===== src/rtl/capture_sequencer.sv =====
// capture_sequencer: sequences one logic-analyzer acquisition into a ring RAM.
// Optional macro CAPTURE_TRIG_EDGE_EN adds cfg_edge for edge-qualified triggers.
module capture_sequencer #(
    parameter int ADDR_W   = 10,
    parameter int DATA_W   = 8,
    parameter int FACTOR_W = 29
) (
    input  logic                clk,
    input  logic                rst,
    input  logic                start,
    input  logic                abort,
    input  logic [FACTOR_W-1:0] cfg_factor,
    input  logic [ADDR_W-1:0]   cfg_post,
    input  logic [DATA_W-1:0]   cfg_trig_mask,
    input  logic [DATA_W-1:0]   cfg_trig_val,
`ifdef CAPTURE_TRIG_EDGE_EN
    input  logic                cfg_edge,
`endif
    input  logic [DATA_W-1:0]   din,
    input  logic                ce,
    output logic [FACTOR_W-1:0] presc_factor,
    output logic                presc_rst,
    output logic                wr_en,
    output logic [ADDR_W-1:0]   wr_addr,
    output logic [DATA_W-1:0]   wr_data,
    output logic [ADDR_W-1:0]   trig_addr,
    output logic                busy,
    output logic                triggered,
    output logic                done
);

    typedef enum logic [2:0] {
        IDLE,
        SYNC,
        PRE,
        ARMED,
        POST
    } state_t;

    state_t              state;
    logic                sync_cnt;
    logic [ADDR_W-1:0]   ptr;
    logic [ADDR_W-1:0]   pre_cnt;
    logic [ADDR_W-1:0]   post_cnt;
    logic [ADDR_W-1:0]   post_lat;
    logic [ADDR_W-1:0]   pre_n;
    logic [DATA_W-1:0]   mask_lat;
    logic [DATA_W-1:0]   val_lat;
    logic                match;
    logic                hit;
    logic                sampling;
    logic                last_sample;

`ifdef CAPTURE_TRIG_EDGE_EN
    logic                edge_lat;
    logic                prev_match;
    logic                have_prev;
`endif

    // DEPTH-1-post is the bitwise complement of post in ADDR_W bits.
    assign pre_n = ~post_lat;

    // Trigger qualification for the sample presented on this edge.
    always_comb begin
        match = ((din ^ val_lat) & mask_lat) == '0;
`ifdef CAPTURE_TRIG_EDGE_EN
        hit = match && (!edge_lat || (have_prev && !prev_match));
`else
        hit = match;
`endif
    end

    // Sample acceptance and detection of the final write of the capture.
    always_comb begin
        sampling    = ce && (state == PRE || state == ARMED || state == POST);
        last_sample = 1'b0;
        if (ce && state == ARMED && hit && post_lat == '0)
            last_sample = 1'b1;
        if (ce && state == POST && post_cnt == post_lat - 1'b1)
            last_sample = 1'b1;
    end

    // Acquisition FSM with registered RAM write port and status outputs.
    always_ff @(posedge clk or negedge rst) begin
        if (!rst) begin
            state        <= IDLE;
            presc_factor <= FACTOR_W'(1);
            presc_rst    <= 1'b1;
            wr_en        <= 1'b0;
            wr_addr      <= '0;
            wr_data      <= '0;
            trig_addr    <= '0;
            busy         <= 1'b0;
            triggered    <= 1'b0;
            done         <= 1'b0;
            sync_cnt     <= 1'b0;
            ptr          <= '0;
            pre_cnt      <= '0;
            post_cnt     <= '0;
            post_lat     <= '0;
            mask_lat     <= '0;
            val_lat      <= '0;
`ifdef CAPTURE_TRIG_EDGE_EN
            edge_lat     <= 1'b0;
            prev_match   <= 1'b0;
            have_prev    <= 1'b0;
`endif
        end else if (abort && state != IDLE) begin
            state     <= IDLE;
            busy      <= 1'b0;
            presc_rst <= 1'b1;
            wr_en     <= 1'b0;
            done      <= 1'b0;
        end else begin
            wr_en <= sampling;
            done  <= last_sample;
            if (sampling) begin
                wr_data <= din;
                wr_addr <= ptr;
                ptr     <= ptr + 1'b1;
            end
            unique case (state)
                IDLE: begin
                    presc_rst <= 1'b1;
                    if (start && !abort) begin
                        presc_factor <= (cfg_factor == '0) ? FACTOR_W'(1)
                                                           : cfg_factor;
                        post_lat  <= cfg_post;
                        mask_lat  <= cfg_trig_mask;
                        val_lat   <= cfg_trig_val;
                        ptr       <= '0;
                        wr_addr   <= '0;
                        pre_cnt   <= '0;
                        post_cnt  <= '0;
                        sync_cnt  <= 1'b0;
                        triggered <= 1'b0;
                        busy      <= 1'b1;
                        state     <= SYNC;
`ifdef CAPTURE_TRIG_EDGE_EN
                        edge_lat   <= cfg_edge;
                        prev_match <= 1'b0;
                        have_prev  <= 1'b0;
`endif
                    end
                end
                SYNC: begin
                    sync_cnt <= ~sync_cnt;
                    if (sync_cnt) begin
                        presc_rst <= 1'b0;
                        state     <= (pre_n == '0) ? ARMED : PRE;
                    end
                end
                PRE: begin
                    if (ce) begin
                        pre_cnt <= pre_cnt + 1'b1;
                        if (pre_cnt == pre_n - 1'b1)
                            state <= ARMED;
                    end
                end
                ARMED: begin
                    if (ce) begin
`ifdef CAPTURE_TRIG_EDGE_EN
                        prev_match <= match;
                        have_prev  <= 1'b1;
`endif
                        if (hit) begin
                            trig_addr <= ptr;
                            triggered <= 1'b1;
                            post_cnt  <= '0;
                            state     <= POST;
                        end
                    end
                end
                POST: begin
                    if (ce)
                        post_cnt <= post_cnt + 1'b1;
                end
                default: state <= IDLE;
            endcase
            if (last_sample) begin
                state     <= IDLE;
                busy      <= 1'b0;
                presc_rst <= 1'b1;
            end
        end
    end

endmodule


===== config.mk =====
export PLATFORM = sky130hd
export DESIGN_NAME = capture_sequencer
export DESIGN_NICKNAME = d
export VERILOG_FILES = /design/src/rtl/capture_sequencer.sv
export SDC_FILE = /design/constraint.sdc
export NUM_CORES = 1
export LEC_CHECK = 0
export CORE_MARGIN = 2
export CORE_UTILIZATION = 50
export CTS_BUF_LIST = sky130_fd_sc_hd__clkbuf_8 sky130_fd_sc_hd__clkbuf_16
export DETAILED_ROUTE_END_ITERATION = 12
export PLACE_DENSITY = 0.79
export SETUP_SLACK_MARGIN = 0.2
export SLEW_MARGIN = 20
export SYNTH_ARGS = -nofsm -noshare
export SYNTH_HDL_FRONTEND = slang
export SYNTH_SLANG_ARGS = --single-unit

===== constraint.sdc =====
create_clock -name clk -period 3.2 [get_ports clk]
set_clock_uncertainty 0.1 [all_clocks]
set_input_delay 0.64 -clock clk [delete_from_list [all_inputs] [get_ports clk]]
set_output_delay 0.64 -clock clk [all_outputs]
set_load 0.01 [all_outputs]

==> results of run 1 <==
## per-stage QoR
step	std cells	utilization, %
after floorplan	663	-
after global placement	904	63.77
after detailed placement	904	63.77
after CTS	936	69.54
after global routing	936	69.54
final	936	69.54
## sequential cells by signal (all words and copies together) (netlist names), 8 cells and up
name	count
post_cnt	10
mask_lat	8
wr_addr	10
val_lat	8
trig_addr	10
presc_factor	29
pre_cnt	10
ptr	10
wr_data	8
post_lat	10
## cell type report
| class | instances | share of cell area, % |
|---|---|---|
| clock buffers | 19 | 5.656 |
| clock inverters | 13 | 2.641 |
| inverters | 9 | 0.4219 |
| multi-input cells | 492 | 33.64 |
| flip-flops and latches | 122 | 38.16 |
| well taps | 143 | 2.234 |
| repair buffers | 138 | 17.25 |
## worst max path at each step
stage | startpoint | endpoint | slack [ns]
4_1_cts | din[2] | post_cnt[9]$_DFFE_PN0P_ | 0.38
3_3_place_gp | din[2] | post_cnt[5]$_DFFE_PN0P_ | 0.11
3_5_place_dp | din[2] | post_cnt[7]$_DFFE_PN0P_ | 0.03
5_1_grt | din[2] | post_cnt[9]$_DFFE_PN0P_ | 0.23
6_report | din[2] | post_cnt[9]$_DFFE_PN0P_ | 0.35
2_1_floorplan | din[6] | post_cnt[7]$_DFFE_PN0P_ | 0.61
## power groups by stage
stage	registers, uW	logic (uW)	clock network [uW]
global route	2430	2310	2240
detailed placement	2380	2070	0
finish	2370	2090	2150
CTS	2370	2090	2170
floorplan	2310	1190	0
global placement	2360	2000	0
## cells in the final DEF (no fill, tap or decap), types with 4 or more instances in the layout
master	n
nand2_1	225
clkdlybuf4s50_1	128
dfrtp_1	120
nor2_1	33
xor2_1	32
a21oi_1	24
o21ai_0	19
xnor2_1	17
nand3_1	17
clkbuf_16	17
nand4_1	13
mux2_2	12
and3_1	9
inv_1	8
or4_1	8
nor4_1	8
or3_1	8
buf_4	8
nor3_1	6
ha_1	6
a31oi_1	5
a22oi_1	5
bufinv_16	5
nand2b_1	4
## worst max-delay path: stages
cell and delay [ns]:
clkdlybuf4s50_1 0.43, xor2_1 0.15, a22oi_1 0.26, nand4_2 0.26
nor4b_4 0.40, o211ai_4 0.17, or4_1 0.53, a21oi_1 0.22
## routing by layer
metal | up-vias | GRT usage, % | share of wire (%)
met5 | - | 0 | 0
met4 | 0 | 10.08 | 2.3
met3 | 32 | 8.677 | 8.3
met2 | 220 | 42.93 | 48
met1 | 2507 | 32.24 | 41
li1 | 2450 | - | -
## cell families (layout without fill, tap and decap cells)
| group | count (synthesis) | after routing | share of synthesized area, % |
|---|---|---|---|
| and+or+nand+nor | 345 | 345 | 25.89 |
| DFF | 122 | 122 | 51.48 |
| AOI/OAI and AO/OA | 80 | 80 | 8.664 |
| xor gates and xnor gates | 49 | 49 | 7.230 |
| buffers and inverters | 49 | 179 | 3.204 |
| muxes | 12 | 12 | 2.277 |
| adders and majority gates | 6 | 6 | 1.265 |
==> summary.md, run 1 <==
| Metric | Value |
|---|---|
| Area growth, synth to finish | 34.91% |
| Worst-path maximum fanout | 10 |
| Post-CTS Setup Inserts | 0 |
| Clk_lat worst skew | 0.42 ns |
| Synth cell count leaders | nand2_1 (226), dfrtp_1 (120), nor2_1 (33) |
| Async SR Flop Fraction | 100.0% |
| Core Area | 0.01152 mm2 |
| Die area | 0.01276 mm2 |
| Slew HR | 57.51% |
| # port buffers | 129 |
| Layout cells sized above 1 | 7.945% |
| Wirelength per Cell | 16.66 um |
| Yosys reg bits | 122 |
| Synth Net Count | 737 |
| Die H | 113.0 um |
| Multi-input gate area | 0.002694 mm2 |
| Total power | 6606 uW |
| Max Freq | 0.3511 GHz |
| PostCTS Resize Cnt | 0 |
| GP Congestion | 0.8988 |
| Syn avg cell area | 8.953 um2 |
| Class of the most critical setup path | in2reg |
| Final wirelength | 15590 um |
| DRT antenna net count | 0 |
| Clock root cell | clkbuf_16 |
| Fin area | 0.008008 mm2 |
| Outcome | complete, but fails checks |
| RSZ-0062 raised after global routing | false |
| H-tree depth | 4 |
| Cells after Synth | 663 |
| Clock transition at the registers of the reported paths | 0.06 ns |
| Total CTS buffers | 17 |
| Min cycle time layout | 2.848 ns |
| Failing checks | DRC |
| Setup crit start kind | input pin |
| Register-to-Register Path Depth | 9 |
| Final setup violation count | 0 |
| Number of global-route vias before repair | 5549 |
| Critical path capture point type | flip-flop |
| Final nets | 854 |
| Most common cell in the netlist | nand2_1 |
| Reg-to-reg endpoint | presc_rst$_DFFE_PN1P_ |
| CTS tree | built |
| Routed vias | 5209 |
| Sw Share | 33.82% |
| FP Rows | 39 |
| DRC viols | 2 |
| CP Data Arrival Time | 3.08 ns |
| Leading area contributor after synthesis | dfrtp_1 |
| Max VDD drop | 0.5802 mV |
| Synth warn | 0 |
| Top FF cell, synth | dfrtp_1 |
| I/O pin cnt | 130 |
| Seq pwr share | 35.9% |
| Global-route wire length before repair | 26710 um |
| Worst Path Required | 3.43 ns |
| Max Root-Sink Buffers | 2 |
| Die X | 113.0 um |
| DR iter-0 viols | 329 |
| Fin Hold WS | 0.02942 ns |
| R2R Setup Slk | 0.45 ns |
| Leak | 0.003733 uW |
| Int Power | 4372 uW |
| Number of synthesized flops with an enable pin | 0 |
| Hold WC Path Type | in2async |
| DRT Pass-1 Iters | 9 |
| Register area share after synthesis | 51.48% |
| Final slew viol count | 0 |
| CTS sink cnt | 122 |
| Pre-CTS setup slack | 0.02716 ns |
| Dpl hpwl | 10720 um |
| Synth unique cells | 52 |
| Mapped Area | 0.005936 mm2 |
| Final TNS setup | 0 ns |
| Largest net degree at the start of global routing | 70 |
| Setup ws final | 0.3515 ns |
| Antenna Cells | 0 |
| Power per Cell Area | 825.0 mW/mm2 |
| Final hold vios | 0 |
| Grt total ovfl | 0 |
| Max-Cap Viols | 0 |
| Via-to-Cell Ratio | 5.565 |
| Top area cells in the synthesized netlist | dfrtp_1 (51%), nand2_1 (14%), xor2_1 (4.7%) |
| Filler instances | 842 |
| Cts hold-fix bufs | 0 |
| Reg-to-reg critical path startpoint | post_lat[1]$_DFFE_PN0P_ |
| Initial antenna violation count | 0 |
| Clock share of power | 32.5% |
| Least-Margin Pin Slew | 0.6321 ns |
| Starting Density | 51.54% |
| Final period util | 89.02% |
| Placed instance area | 0.007343 mm2 |
| Reg area | 0.003055 mm2 |
| Share of the synthesized area in the top cell type | 50.59% |
| GRT Util Overall | 26.13% |
| Combinational power share | 31.6% |
| P_sw | 2234 uW |
(Power assumes the default switching activity.)
==> run 2: changes to the inputs <==
- ABC_CLOCK_PERIOD_IN_PS: default -> 3200
==> results of run 2 <==
The final DEF is identical to that of run 1; final timing and power are the same.
==> run 3: changes to the inputs <==
- CAP_MARGIN: default -> 20
==> results of run 3 <==
The final DEF is identical to that of run 1; final timing and power are the same.
